<file path="config.mk">
export PLATFORM = sky130hd
export DESIGN_NAME = bpu_acc_bin_flat
export DESIGN_NICKNAME = d
export VERILOG_FILES = /design/src/rtl/bnn_pkg.sv /design/src/rtl/bpu_acc_bin_if.sv /design/src/rtl/bpu_lane_acc.sv /design/src/rtl/bpu_acc_bin.sv /design/src/flat_wrapper.sv
export SDC_FILE = /design/constraint.sdc
export NUM_CORES = 1
export LEC_CHECK = 0
export ABC_AREA = 1
export CAP_MARGIN = 20
export CORE_MARGIN = 4
export CORE_UTILIZATION = 30
export CTS_CLUSTER_SIZE = 12
export DETAILED_ROUTE_END_ITERATION = 7
export HOLD_SLACK_MARGIN = 0.03
export PLACE_DENSITY = 0.52
export RECOVER_POWER = 25
export SETUP_SLACK_MARGIN = 0.05
export SYNTH_ARGS = -nofsm -noshare
export SYNTH_HDL_FRONTEND = slang
export SYNTH_SLANG_ARGS = --single-unit
</file>
<file path="constraint.sdc">
create_clock -name clk_bpug -period 6.8 [get_ports clk_bpug]
set_input_delay 1.36 -clock clk_bpug [delete_from_list [all_inputs] [get_ports clk_bpug]]
set_output_delay 1.36 -clock clk_bpug [all_outputs]
set_load 0.02 [all_outputs]
</file>
<file path="src/rtl/bnn_pkg.sv">
// Shared constants and FSM state type for the BPU accumulate/binarize block.
package bnn_pkg;
   localparam int NUM_BPU   = 8;
   localparam int BPU_OUT_W = 7;
   localparam int ACC_W     = 12;

   typedef enum logic [1:0] {
      ST_ACC = 2'd0,
      ST_BIN = 2'd1,
      ST_OUT = 2'd2
   } acc_state_e;
endpackage

</file>
<file path="src/rtl/bpu_acc_bin_if.sv">
// Partial-sum input, threshold write port and binarized output handshake.
interface bpu_acc_bin_if #(
   parameter int NUM_BPU = bnn_pkg::NUM_BPU,
   parameter int ACC_W   = bnn_pkg::ACC_W
);
   import bnn_pkg::*;
   localparam int IDX_W = $clog2(NUM_BPU);

   logic [NUM_BPU-1:0][BPU_OUT_W-1:0] bpu_out;
   logic                              in_valid;
   logic                              in_last;
   logic                              in_ready;
   logic                              thr_wr;
   logic [IDX_W-1:0]                  thr_idx;
   logic [ACC_W-1:0]                  thr_data;
   logic                              out_valid;
   logic                              out_ready;
   logic [NUM_BPU-1:0]                out_bits;

   modport master (
      output bpu_out, in_valid, in_last, thr_wr, thr_idx, thr_data, out_ready,
      input  in_ready, out_valid, out_bits
   );

   modport slave (
      input  bpu_out, in_valid, in_last, thr_wr, thr_idx, thr_data, out_ready,
      output in_ready, out_valid, out_bits
   );
endinterface

</file>
<file path="src/rtl/bpu_lane_acc.sv">
// One lane: saturating signed accumulator, threshold register and >= compare.
module bpu_lane_acc #(
   parameter int ACC_W = bnn_pkg::ACC_W
) (
   input  logic                            clk_bpug,
   input  logic                            rst,
   input  logic                            acc_en_i,
   input  logic                            acc_clr_i,
   input  logic [bnn_pkg::BPU_OUT_W-1:0]   part_i,
   input  logic                            thr_we_i,
   input  logic [ACC_W-1:0]                thr_data_i,
   output logic                            bit_o
);
   import bnn_pkg::*;
   localparam int PW = BPU_OUT_W;
   localparam logic signed [ACC_W-1:0] ACC_MAX = {1'b0, {(ACC_W-1){1'b1}}};
   localparam logic signed [ACC_W-1:0] ACC_MIN = {1'b1, {(ACC_W-1){1'b0}}};

   logic signed [ACC_W-1:0] acc_q, acc_d, thr_q;
   logic        [ACC_W:0]   sum;
   logic                    ovf;

   // One guard bit: overflow shows up as disagreement between the top two bits.
   assign sum = {acc_q[ACC_W-1], acc_q} + {{(ACC_W+1-PW){part_i[PW-1]}}, part_i};
   assign ovf = sum[ACC_W] ^ sum[ACC_W-1];

   always_comb begin
      acc_d = acc_q;
      if (acc_clr_i) begin
         acc_d = '0;
      end else if (acc_en_i) begin
         if (ovf) acc_d = sum[ACC_W] ? ACC_MIN : ACC_MAX;
         else     acc_d = sum[ACC_W-1:0];
      end
   end

   always_ff @(posedge clk_bpug) begin
      if (rst) begin
         acc_q <= '0;
         thr_q <= '0;
      end else begin
         acc_q <= acc_d;
         if (thr_we_i) thr_q <= thr_data_i;
      end
   end

   assign bit_o = (acc_q >= thr_q);
endmodule

</file>
<file path="src/rtl/bpu_acc_bin.sv">
// Accumulate per-lane partial sums, binarize against thresholds, hand out one bit per lane.
// Define BPU_POOL_EN to OR four consecutive pixels (2x2 max pool) into each output.
module bpu_acc_bin #(
   parameter int NUM_BPU = bnn_pkg::NUM_BPU,
   parameter int ACC_W   = bnn_pkg::ACC_W
) (
   input  logic          clk_bpug,
   input  logic          rst,
   bpu_acc_bin_if.slave  bus
);
   import bnn_pkg::*;
   localparam int IDX_W = $clog2(NUM_BPU);

   acc_state_e         state_q, state_d;
   logic [NUM_BPU-1:0] out_bits_q, out_bits_d;
   logic [NUM_BPU-1:0] bin_bits;
   logic               acc_en, acc_clr;

   assign acc_en  = (state_q == ST_ACC) && bus.in_valid;
   assign acc_clr = (state_q == ST_BIN);

   generate
      for (genvar gi = 0; gi < NUM_BPU; gi++) begin : g_lane
         bpu_lane_acc #(.ACC_W(ACC_W)) u_lane (
            .clk_bpug   (clk_bpug),
            .rst        (rst),
            .acc_en_i   (acc_en),
            .acc_clr_i  (acc_clr),
            .part_i     (bus.bpu_out[gi]),
            .thr_we_i   (bus.thr_wr && (bus.thr_idx == IDX_W'(gi))),
            .thr_data_i (bus.thr_data),
            .bit_o      (bin_bits[gi])
         );
      end
   endgenerate

`ifdef BPU_POOL_EN
   logic [1:0]         pix_cnt_q, pix_cnt_d;
   logic [NUM_BPU-1:0] pool_q, pool_d;
`endif

   always_comb begin
      state_d    = state_q;
      out_bits_d = out_bits_q;
`ifdef BPU_POOL_EN
      pix_cnt_d  = pix_cnt_q;
      pool_d     = pool_q;
`endif
      case (state_q)
         ST_ACC: if (bus.in_valid && bus.in_last) state_d = ST_BIN;
         ST_BIN: begin
`ifdef BPU_POOL_EN
            pix_cnt_d = pix_cnt_q + 2'd1;
            pool_d    = pool_q | bin_bits;
            // Fourth pixel of the window: publish the OR and start a fresh window.
            if (pix_cnt_q == 2'd3) begin
               out_bits_d = pool_q | bin_bits;
               pool_d     = '0;
               state_d    = ST_OUT;
            end else begin
               state_d    = ST_ACC;
            end
`else
            out_bits_d = bin_bits;
            state_d    = ST_OUT;
`endif
         end
         ST_OUT: if (bus.out_ready) state_d = ST_ACC;
         default: state_d = ST_ACC;
      endcase
   end

   always_ff @(posedge clk_bpug) begin
      if (rst) begin
         state_q    <= ST_ACC;
         out_bits_q <= '0;
`ifdef BPU_POOL_EN
         pix_cnt_q  <= '0;
         pool_q     <= '0;
`endif
      end else begin
         state_q    <= state_d;
         out_bits_q <= out_bits_d;
`ifdef BPU_POOL_EN
         pix_cnt_q  <= pix_cnt_d;
         pool_q     <= pool_d;
`endif
      end
   end

   assign bus.in_ready  = (state_q == ST_ACC);
   assign bus.out_valid = (state_q == ST_OUT);
   assign bus.out_bits  = out_bits_q;
endmodule

</file>
<file path="src/flat_wrapper.sv">
// flat-port wrapper written by rule: the top's interface ports become plain ports
module bpu_acc_bin_flat import bnn_pkg::*;
#(
   parameter int NUM_BPU = bnn_pkg::NUM_BPU,
   parameter int ACC_W   = bnn_pkg::ACC_W
)
  (clk_bpug, rst, bus_bpu_out, bus_in_valid, bus_in_last, bus_thr_wr, bus_thr_idx, bus_thr_data, bus_out_ready, bus_in_ready, bus_out_valid, bus_out_bits);
  bpu_acc_bin_if #(.NUM_BPU(NUM_BPU), .ACC_W(ACC_W)) bus_i ();
  input  logic clk_bpug;
  input  logic rst;
  input wire logic [$bits(bus_i.bpu_out)-1:0] bus_bpu_out;
  input wire logic [$bits(bus_i.in_valid)-1:0] bus_in_valid;
  input wire logic [$bits(bus_i.in_last)-1:0] bus_in_last;
  input wire logic [$bits(bus_i.thr_wr)-1:0] bus_thr_wr;
  input wire logic [$bits(bus_i.thr_idx)-1:0] bus_thr_idx;
  input wire logic [$bits(bus_i.thr_data)-1:0] bus_thr_data;
  input wire logic [$bits(bus_i.out_ready)-1:0] bus_out_ready;
  output wire logic [$bits(bus_i.in_ready)-1:0] bus_in_ready;
  output wire logic [$bits(bus_i.out_valid)-1:0] bus_out_valid;
  output wire logic [$bits(bus_i.out_bits)-1:0] bus_out_bits;
  assign bus_i.bpu_out = bus_bpu_out;
  assign bus_i.in_valid = bus_in_valid;
  assign bus_i.in_last = bus_in_last;
  assign bus_i.thr_wr = bus_thr_wr;
  assign bus_i.thr_idx = bus_thr_idx;
  assign bus_i.thr_data = bus_thr_data;
  assign bus_i.out_ready = bus_out_ready;
  assign bus_in_ready = bus_i.in_ready;
  assign bus_out_valid = bus_i.out_valid;
  assign bus_out_bits = bus_i.out_bits;
  bpu_acc_bin #(.NUM_BPU(NUM_BPU), .ACC_W(ACC_W)) u_core (.clk_bpug(clk_bpug), .rst(rst), .bus(bus_i));
endmodule
</file>
==> results.txt, run 1 <==
# port buffers -> 86
Synth top area share -> 27.78%
number of synthesized register bits -> 202
top post-synthesis cells by area -> dfxtp_1, ha_1, nand2_1
Clock Skew -> 0.01048 ns
max_cap viols -> 0
clk sinks -> 202
Slew headroom -> 40.06%
Wirelength per Cell -> 14.18 um
via count -> 13250
# hold bufs at CTS -> 0
worst hold path type -> reg2reg
global-route wire length before repair -> 65280 um
area of the multi-input gates -> 9154 sq um
setup bufs post-CTS -> 0
Avg Inst Size Synth -> 6.926 sq um
Critical R2R Launch -> u_core.state_q[1]
# H-tree levels -> 1
largest net degree at the start of global routing -> 99
Crit Path Max Fanout -> 55
DRT iter0 DRCs -> 594
Total Power -> 4.165 mW
Die X -> 228.3 um
Slowest-stage cell, CP -> inv_2
Initial Utilization -> 30.43%
Max Slew Vio Count -> 0
Fmax -> 284.7 MHz
Netlist cell types -> 36
Hold Crit Endpoint -> u_core.bus.out_bits[0]
Clk Latency, worst-skew pair -> 0.51 ns
vias in the first global route -> 12680
# resized after CTS -> 0
critical path class -> in2reg
Die Ht -> 228.3 um
Mapped Area -> 14560 sq um
final cell count without fillers -> 2797
Crit Reg-Reg Endpoint -> u_core.g_lane[6].u_lane.acc_q[6]
prevailing post-synth register cell -> dfxtp_1
synth warn -> 0
CP arrival -> 3.91 ns
Hold Violations, Final -> 0
Static Leak -> 7.966 nW
final WL -> 39650 um
Nets -> 2445
ant diodes -> 0
root buf cell -> clkbuf_16
DRC viols -> 0
Initial DRT Pass Iterations -> 5
max incr delay on CP -> 0.72 ns
RSZ-0062 raised after global routing -> no
run status -> complete, no violations
Pwr per Cell Area -> 248.0 nW/um^2
Max Buffers Root-to-Sink -> 3
core footprint -> 47850 sq um
IO Pins -> 87
syn nets -> 2379
CP startpoint kind -> primary input
Detail Route Antenna Nets -> 0
CP Data Required Time -> 7.19 ns
Rows -> 80
number of fill cells -> 5144
dpl hpwl -> 29750 um
post-synthesis sequential area ratio -> 27.78%
final setup vio count -> 0
Commonest cells post-synth -> nand2_1, inv_1, a21oi_1
overflow left after global routing -> 0
Synth async-reset ratio -> 0%
gr usage total -> 14.94%
GPL Wtd Cong -> 0.8147
initial antenna violation count -> 1
Clock Pin Slew Worst Setup and Hold Paths -> 0.06 ns
die area -> 52120 sq um
CP endpoint kind -> register
post-placement cell count -> 2756
cells after synthesis -> 2102
register area -> 4044 sq um
Tcrit/Tclk final -> 51.66%
peak supply drop -> 0.0001475 V
number of flops mapped to enable cells by yosys -> 0
fin crit period -> 3.513 ns
worst reg2reg path depth -> 8
cell chain of the critical path -> clkdlybuf4s50_1 -> nand2_1 -> buf_4 -> inv_2 -> buf_4 -> nand2_2 -> inv_2 -> a21oi_1
Slew @ Worst Pin -> 0.8978 ns
Setup TNS -> 0 ns
Hold Path Depth -> 2
Synth area leader -> dfxtp_1
area grow syn2layout -> 15.36%
vias per cell -> 4.736
Hold Crit Start -> u_core.bus.out_bits[0]
top-count cell post-synth -> nand2_1
share of layout cells above drive strength 1 -> 6.095%
total CTS buffers -> 25
CTS tree -> yes
flop-to-flop setup slack -> 4.02 ns
## placed cells by master, fill, tap and decap left out, types with 2 or more instances in the layout
cell,count
nand2_1,499
inv_1,298
a21oi_1,254
dfxtp_1,202
o21ai_0,195
ha_1,192
nor2_1,106
clkdlybuf4s50_1,85
nand3_1,60
nand4_1,38
xor2_1,35
a21oi_2,30
xnor2_1,30
nand2_2,28
clkbuf_16,25
nand3_2,12
o21bai_1,10
nor2_2,8
a31oi_1,8
o211ai_1,8
nor3_1,8
fa_1,8
clkbuf_8,6
inv_2,5
buf_4,5
clkinv_2,4
clkbuf_1,4
o21ai_1,3
nand2_4,3
nand3b_1,2
## metrics by stage
stage / utilization, % / hold slack (ns) / area (sq um) / setup slack [ns]
2_1_floorplan: - / 0.4331 / 14560 / 3.749
3_3_place_gp: 33.47 / 0.4392 / 16010 / 2.792
3_5_place_dp: 33.47 / 0.4428 / 16010 / 2.708
4_1_cts: 35.10 / 0.4540 / 16790 / 3.257
5_1_grt: 35.10 / 0.4833 / 16790 / 3.089
6_report: 35.10 / 0.4483 / 16790 / 3.287
## worst max-delay path by stage
stage | cells past startpoint | end | from
final | 8 | u_core.g_lane[6].u_lane.acc_q[6] | bus_in_valid
after global routing | 13 | u_core.g_lane[0].u_lane.acc_q[0] | bus_bpu_out[0]
after CTS | 8 | u_core.g_lane[6].u_lane.acc_q[6] | bus_in_valid
after detailed placement | 8 | u_core.g_lane[6].u_lane.acc_q[6] | bus_in_valid
after global placement | 8 | u_core.g_lane[4].u_lane.acc_q[4] | bus_in_valid
after floorplan | 13 | u_core.g_lane[0].u_lane.acc_q[1] | bus_bpu_out[0]
## registers in the layout (all words and copies together) (netlist names)
register                    count
u_core.g_lane.u_lane.thr_q     96
u_core.bus.out_bits             8
u_core.state_q                  2
u_core.g_lane.u_lane.acc_q     96
## critical path, delay by kind of cell
| kind | cells | cell delay (ns) |
|---|---|---|
| buf+inv | 5 | 2.24 |
| simple gates | 2 | 0.17 |
| compound gates | 1 | 0.09 |
## layer usage
layer / vias to the layer above / global-route usage [%] / share of wire (%)
met3: 41 / 1.695 / 2.9
li1: 7059 / - / -
met5: - / 0 / 0.033
met4: 2 / 2.411 / 1.5
met1: 6000 / 20.36 / 49
met2: 145 / 25.95 / 47
## report_power, final
part           total [mW]  internal [mW]  switching (mW)
logic                1.49          0.582           0.905
registers            1.40           1.29           0.109
clock network        1.28          0.771           0.507
## cell families (layout without fill, tap and decap cells)
group                      after synthesis  in the layout  synth area share (%)
and+or+nand+nor                        766            766                 22.44
AOI/OAI and AO/OA                      512            512                 18.89
buffers and inverters                  357            437                 9.385
DFF                                    202            202                 27.78
adders and majority gates              200            200                 17.60
xor gates and xnor gates                65             65                 3.910
## cell type report
cell class                      instances  area share [%]
Inverter                              305           6.832
Timing Repair Buffer                   91           5.349
Tap cell                              615           4.582
Multi-Input combinational cell       1543           54.50
Clock buffer                           35           4.306
Clock inverter                          6          0.3501
Sequential cell                       202           24.08
(Power assumes the default switching activity.)
==> inputs of run 2 (changes only) <==
--- a/config.mk
+++ b/config.mk
@@ -12,7 +12,7 @@
 export CTS_CLUSTER_SIZE = 12
 export DETAILED_ROUTE_END_ITERATION = 7
 export HOLD_SLACK_MARGIN = 0.03
-export PLACE_DENSITY = 0.52
+export PLACE_DENSITY = 0.54
 export RECOVER_POWER = 25
 export SETUP_SLACK_MARGIN = 0.05
 export SYNTH_ARGS = -nofsm -noshare
==> constraint.sdc (replaced) <==
create_clock -name clk_bpug -period 2.8 [get_ports clk_bpug]
set_input_delay 0.56 -clock clk_bpug [delete_from_list [all_inputs] [get_ports clk_bpug]]
set_output_delay 0.56 -clock clk_bpug [all_outputs]
set_load 0.02 [all_outputs]
==> run 2 against run 1 <==
Routed wire length down 0.13%. First-iteration DRC count up 12%. Largest power group unchanged. Critical path type unchanged. Clock skew up 0.0046 ns. Core utilization up 0.59 points. Die area unchanged. Critical endpoint is now u_core.g_lane[1].u_lane.acc_q[4].
==> results.txt, run 2 (synthesis gave the netlist of run 1 again) <==
Static Leak -> 8.114 nW (was 7.966 nW)
Int Power -> 6.540 mW (was 2.644 mW)
dpl hpwl -> 29180 um (was 29750 um)
area post-placement -> 16260 sq um (was 16010 sq um)
Detail Route Antenna Nets -> 0 (unchanged)
Max Buffers Root-to-Sink -> 3 (unchanged)
peak supply drop -> 0.0004275 V (was 0.0001475 V)
Initial Utilization -> 30.43% (unchanged)
max_cap viols -> 0 (unchanged)
IO Pins -> 87 (unchanged)
CTS tree -> yes (unchanged)
Post-Place Worst Slack -> -0.08434 ns (was 2.708 ns)
vias in the first global route -> 12950 (was 12680)
Crit Path Max Fanout -> 9 (was 55)
Setup TNS -> 0 ns (unchanged)
setup bufs post-CTS -> 0 (unchanged)
Util after Layout -> 35.69% (was 35.10%)
overflow left after global routing -> 0 (unchanged)
# resized after CTS -> 0 (unchanged)
final cell count without fillers -> 2822 (was 2797)
Die X -> 228.3 um (unchanged)
GPL Wtd Cong -> 0.8545 (was 0.8147)
worst setup margin -> 0.4848 ns (was 3.287 ns)
share of layout cells above drive strength 1 -> 7.211% (was 6.095%)
flop-to-flop setup slack -> 0.57 ns (was 4.02 ns)
fin crit period -> 2.315 ns
final WL -> 39600 um (was 39650 um)
clock share of power -> 31.2% (was 30.7%)
Die Ht -> 228.3 um (unchanged)
largest net degree at the start of global routing -> 98 (was 99)
Clock Skew -> 0.01513 ns (was 0.01048 ns)
# port buffers -> 86 (unchanged)
gr usage total -> 14.87% (was 14.94%)
CP startpoint kind -> primary input (unchanged)
net switching power -> 3.769 mW (was 1.520 mW)
Total Power -> 10.31 mW (was 4.165 mW)
worst reg2reg path depth -> 12 (was 8)
Clock Pin Slew Worst Setup and Hold Paths -> 0.06 ns (about the same)
die area -> 52120 sq um (unchanged)
RSZ-0062 raised after global routing -> no (unchanged)
Hold Crit Endpoint -> u_core.bus.out_bits[6] (was u_core.bus.out_bits[0])
CP arrival -> 2.72 ns (was 3.91 ns)
# hold bufs at CTS -> 0 (unchanged)
Crit Reg-Reg Endpoint -> u_core.g_lane[0].u_lane.acc_q[10] (was u_core.g_lane[6].u_lane.acc_q[6])
Hold Violations, Final -> 0 (unchanged)
run status -> complete, no violations (unchanged)
DRT iter0 DRCs -> 666 (was 594)
Rows -> 80 (unchanged)
root buf cell -> clkbuf_16 (unchanged)
DRC viols -> 0 (unchanged)
critical path class -> in2reg (unchanged)
area grow syn2layout -> 17.28% (was 15.36%)
CP Data Required Time -> 3.21 ns (was 7.19 ns)
Max Slew Vio Count -> 0 (unchanged)
worst hold path type -> reg2reg (unchanged)
Initial DRT Pass Iterations -> 5 (unchanged)
Fmax -> 431.9 MHz
initial antenna violation count -> 1 (unchanged)
Nets -> 2465 (was 2445)
core footprint -> 47850 sq um (unchanged)
Critical Path Start -> bus_bpu_out[7] (was bus_in_valid)
via count -> 13310 (was 13250)
Slew headroom -> 47.31% (was 40.06%)
Hold Crit Start -> u_core.bus.out_bits[6] (was u_core.bus.out_bits[0])
global-route wire length before repair -> 64890 um (was 65280 um)
switching share of power -> 36.56% (was 36.50%)
most frequent cells in the layout -> nand2_1, inv_1, a21oi_1 (unchanged)
Final Cell Area -> 17080 sq um (was 16790 sq um)
Tcrit/Tclk final -> 82.69%
post-placement cell count -> 2777 (was 2756)
Slew @ Worst Pin -> 0.7895 ns (was 0.8978 ns)
Seq pwr share -> 32.9% (was 33.6%)
Wirelength per Cell -> 14.03 um (was 14.18 um)
Hold Path Depth -> 2 (unchanged)
# H-tree levels -> 1 (unchanged)
vias per cell -> 4.717 (was 4.736)
most common cell after layout, fill and taps aside -> nand2_1 (unchanged)
total CTS buffers -> 24 (was 25)
CP endpoint kind -> register (unchanged)
Combinational Power Share -> 35.9% (was 35.7%)
clk sinks -> 202 (unchanged)
Critical R2R Launch -> u_core.g_lane[0].u_lane.acc_q[0] (was u_core.state_q[1])
Final Hold Slack -> 0.4525 ns (was 0.4483 ns)
Clk Latency, worst-skew pair -> 0.54 ns (was 0.51 ns)
Pwr per Cell Area -> 603.7 nW/um^2 (was 248.0 nW/um^2)
final setup vio count -> 0 (unchanged)
## run 2: cell types whose count changed in the layout (fill, tap and decap cells not counted), moves of 2 or more
cell	previous run	this run
diode_2	0	2
clkinvlp_4	0	2
dlygate4sd3_1	1	3
buf_12	0	7
clkinv_2	4	6
clkdlybuf4s50_1	85	83
buf_4	5	19
clkbuf_1	4	2
## run 2: how the worst max path moves through the flow
stage / endpoint / depth (start not counted)
after global placement: u_core.g_lane[1].u_lane.acc_q[0] / 14
final: u_core.g_lane[1].u_lane.acc_q[4] / 14
after floorplan: u_core.g_lane[0].u_lane.acc_q[1] / 13
after CTS: u_core.g_lane[1].u_lane.acc_q[2] / 14
after detailed placement: u_core.g_lane[1].u_lane.acc_q[2] / 14
after global routing: u_core.g_lane[0].u_lane.acc_q[10] / 11
## run 2: power groups by stage
| stage | Clock (mW) | Combinational (mW) | Sequential, mW |
|---|---|---|---|
| 3_3_place_gp | 0 | 3.64 | 3.45 |
| 2_1_floorplan | 0 | 2.81 | 3.35 |
| 6_report | 3.22 | 3.70 | 3.39 |
| 5_1_grt | 3.44 | 4.29 | 3.43 |
| 4_1_cts | 3.33 | 3.73 | 3.40 |
| 3_5_place_dp | 0 | 3.71 | 3.46 |
## run 2: area by class of cell
cell class                 count  area, sq um
fill                        5022        30770
inverter                     305         1147
clock inverter                11        121.4
clock buffer                  32        690.7
tap                          615        769.5
sequential                   202         4044
multi-input combinational   1543         9154
timing repair buffer         112         1144
antenna                        2        5.005
## run 2: per-layer routing
metal,wire length (um),GRT usage (%)
met1,19230,19.66
met2,18410,25.78
met3,1070,2.069
met4,893,3.387
met5,0,0
## run 2: worst max-delay path, cell delays in order
cell and delay, ns:
clkdlybuf4s50_1 0.48, ha_1 0.18, inv_1 0.06, fa_1 0.41, inv_1 0.07, nand3_1 0.06, nand2_1 0.17, nand3_2 0.12
nand4_1 0.12, nand2_2 0.08, nand2_2 0.07, nand2_2 0.05, inv_2 0.19, a21oi_1 0.10
==> inputs of run 3 (changes only) <==
--- a/config.mk
+++ b/config.mk
@@ -12,7 +12,7 @@
 export CTS_CLUSTER_SIZE = 12
 export DETAILED_ROUTE_END_ITERATION = 7
 export HOLD_SLACK_MARGIN = 0.03
-export PLACE_DENSITY = 0.54
+export PLACE_DENSITY = 0.52
 export RECOVER_POWER = 25
 export SETUP_SLACK_MARGIN = 0.05
 export SYNTH_ARGS = -nofsm -noshare
==> constraint.sdc (replaced) <==
create_clock -name clk_bpug -period 2.3 [get_ports clk_bpug]
set_input_delay 0.46 -clock clk_bpug [delete_from_list [all_inputs] [get_ports clk_bpug]]
set_output_delay 0.46 -clock clk_bpug [all_outputs]
set_load 0.02 [all_outputs]
==> run 3 against run 2 <==
Clock-buffer cell count up 1. Cell count up 5.5%. Critical endpoint is now u_core.g_lane[7].u_lane.acc_q[1]. Highest routed layer unchanged. Clock skew down 0.0016 ns.
==> results.txt, run 3 (synthesis gave the netlist of run 1 again) <==
CTS tree -> yes (unchanged)
Combinational Power Share -> 38.3% (was 35.9%)
Initial DRT Pass Iterations -> 5 (unchanged)
core footprint -> 47850 sq um (unchanged)
area grow syn2layout -> 26.83% (was 17.28%)
CP arrival -> 2.56 ns (was 2.72 ns)
Slowest-stage cell, CP -> clkdlybuf4s50_1 (unchanged)
Initial Utilization -> 30.43% (unchanged)
most common cell after layout, fill and taps aside -> nand2_1 (unchanged)
final setup vio count -> 0 (unchanged)
net switching power -> 4.689 mW (was 3.769 mW)
GPL Wtd Cong -> 0.8449 (was 0.8545)
fin crit period -> 2.162 ns
largest net degree at the start of global routing -> 97 (was 98)
DR top layer -> met4 (unchanged)
# port buffers -> 86 (unchanged)
RSZ-0062 raised after global routing -> yes (was no)
Setup TNS -> 0 ns (unchanged)
Detail Route Antenna Nets -> 0 (unchanged)
cell chain of the critical path -> clkdlybuf4s50_1 -> ha_1 -> inv_1 -> fa_1 -> inv_1 -> nand3_1 -> nand2_2 -> nand3_2 -> nand4_1 -> nand2_2 -> a21oi_4 -> buf_12 -> a21oi_1 (was clkdlybuf4s50_1 -> ha_1 -> inv_1 -> fa_1 -> inv_1 -> nand3_1 -> nand2_1 -> nand3_2 -> nand4_1 -> nand2_2 -> nand2_2 -> nand2_2 -> inv_2 -> a21oi_1)
CP Data Required Time -> 2.70 ns (was 3.21 ns)
CP endpoint kind -> register (unchanged)
dpl hpwl -> 31150 um (was 29180 um)
peak supply drop -> 0.0005084 V (was 0.0004275 V)
number of fill cells -> 5105 (was 5022)
vias in the first global route -> 13360 (was 12950)
root buf cell -> clkbuf_16 (unchanged)
Max Slew Vio Count -> 0 (unchanged)
Crit Path Max Fanout -> 10 (was 9)
Clock Pin Slew Worst Setup and Hold Paths -> 0.06 ns (about the same)
clk sinks -> 202 (unchanged)
Pwr per Cell Area -> 733.1 nW/um^2 (was 603.7 nW/um^2)
Static Leak -> 8.981 nW (was 8.114 nW)
run status -> complete, no violations (unchanged)
setup bufs post-CTS -> 0 (unchanged)
Clock Skew -> 0.01348 ns (was 0.01513 ns)
post-placement cell count -> 2933 (was 2777)
area of the multi-input gates -> 9279 sq um (was 9154 sq um)
initial antenna violation count -> 0 (was 1)
via count -> 13910 (was 13310)
vias per cell -> 4.671 (was 4.717)
Slew @ Worst Pin -> 0.6999 ns (was 0.7895 ns)
# H-tree levels -> 1 (unchanged)
Slew headroom -> 53.34% (was 47.31%)
Int Power -> 8.847 mW (was 6.540 mW)
DRT iter0 DRCs -> 715 (was 666)
global-route wire length before repair -> 66690 um (was 64890 um)
overflow left after global routing -> 0 (unchanged)
critical path class -> in2reg (unchanged)
Rows -> 80 (unchanged)
Nets -> 2624 (was 2465)
most frequent cells in the layout -> nand2_1, inv_1, a21oi_1 (unchanged)
IO Pins -> 87 (unchanged)
die area -> 52120 sq um (unchanged)
Max Buffers Root-to-Sink -> 3 (unchanged)
Die X -> 228.3 um (unchanged)
DRC viols -> 0 (unchanged)
Final Cell Area -> 18470 sq um (was 17080 sq um)
Fmax -> 462.6 MHz
max incr delay on CP -> 0.48 ns (about the same)
final WL -> 40610 um (was 39600 um)
register area -> 4046 sq um (was 4044 sq um)
switching share of power -> 34.64% (was 36.56%)
Clk Latency, worst-skew pair -> 0.52 ns (was 0.54 ns)
final cell count without fillers -> 2978 (was 2822)
WL met2 -> 19090 um (was 18410 um)
metal3 WL -> 1093 um (was 1070 um)
area post-placement -> 17420 sq um (was 16260 sq um)
met1 wire length -> 19950 um (was 19230 um)
total CTS buffers -> 25 (was 24)
Die Ht -> 228.3 um (unchanged)
Tcrit/Tclk final -> 93.98%
clock share of power -> 31.2% (about the same)
share of layout cells above drive strength 1 -> 13.97% (was 7.211%)
ant diodes -> 0 (was 2)
CP startpoint kind -> primary input (unchanged)
worst hold path type -> reg2reg (unchanged)
Hold Violations, Final -> 0 (unchanged)
max_cap viols -> 0 (unchanged)
gr usage total -> 15.14% (was 14.87%)
Wirelength per Cell -> 13.64 um (was 14.03 um)
Seq pwr share -> 30.5% (was 32.9%)
[run 3: cell count changes in the layout (fill, tap and decap cells not counted), sizes merged]
cell	previous run	this run
dlygate4sd3	3	1
clkbuf	32	37
clkinv	7	5
nand2	530	531
dlymetal6s2s	0	6
buf	26	179
diode	2	0
bufinv	2	5
clkinvlp	2	0
clkdlybuf4s50	83	79
[run 3: through the flow]
| step | hold WS (ns) | power [mW] | setup slack [ns] | utilization [%] |
|---|---|---|---|---|
| after global placement | 0.4418 | 9.217 | -0.4640 | 36.40 |
| after global routing | 0.4754 | 14.63 | 0.01907 | 38.59 |
| final | 0.4559 | 13.54 | 0.1384 | 38.59 |
| after floorplan | 0.4331 | 7.495 | 0.1489 | - |
| after detailed placement | 0.4436 | 9.309 | -0.4198 | 36.40 |
| after CTS | 0.4570 | 13.60 | 0.1215 | 38.26 |
[run 3: repair_timing]
| item | CTS | global route |
|---|---|---|
| hold buffers | 0 | 0 |
| setup endpoints to repair | 2 | 77 |
| resized for setup | 1 | 33 |
| cloned | 0 | 2 |
| pin swaps | 0 | 5 |
[run 3: final cells by class]
type,count,share of cell area [%]
Clock buffer,33,3.822
Clock inverter,10,0.9690
Inverter,305,6.254
Multi-Input combinational cell,1544,50.25
Sequential cell,202,21.91
Tap cell,615,4.167
Timing Repair Buffer,269,12.62
[run 3: critical path: cells and delay by family]
family | cells | cell delay, ns
AOI/OAI and AO/OA | 2 | 0.25
adders and majority gates | 2 | 0.55
buffers and inverters | 4 | 0.79
and+or+nand+nor | 5 | 0.52
[run 3: power by group through the flow]
stage / combinational, mW / clock (mW) / sequential, mW
after global placement: 5.01 / 0 / 4.20
after CTS: 5.14 / 4.33 / 4.13
after floorplan: 3.42 / 0 / 4.07
after detailed placement: 5.10 / 0 / 4.21
after global routing: 5.97 / 4.49 / 4.17
final: 5.18 / 4.23 / 4.13
[run 3: final timing paths]
check | from | end | slack [ns] | cells past startpoint
max | bus_bpu_out[49] | u_core.g_lane[7].u_lane.acc_q[1] | 0.14 | 13
min | u_core.g_lane[6].u_lane.thr_q[9] | u_core.g_lane[6].u_lane.thr_q[9] | 0.46 | 2
max reg2reg | u_core.g_lane[5].u_lane.acc_q[0] | u_core.g_lane[5].u_lane.acc_q[0] | 0.19 | 13
min reg2reg | u_core.g_lane[6].u_lane.thr_q[9] | u_core.g_lane[6].u_lane.thr_q[9] | 0.46 | 2
[run 3: layer usage]
layer / vias to the layer above / track usage, %
met3: 31 / 1.869
met5: - / 0
met2: 140 / 26.49
met1: 6326 / 20.58
met4: 0 / 1.856
li1: 7412 / -
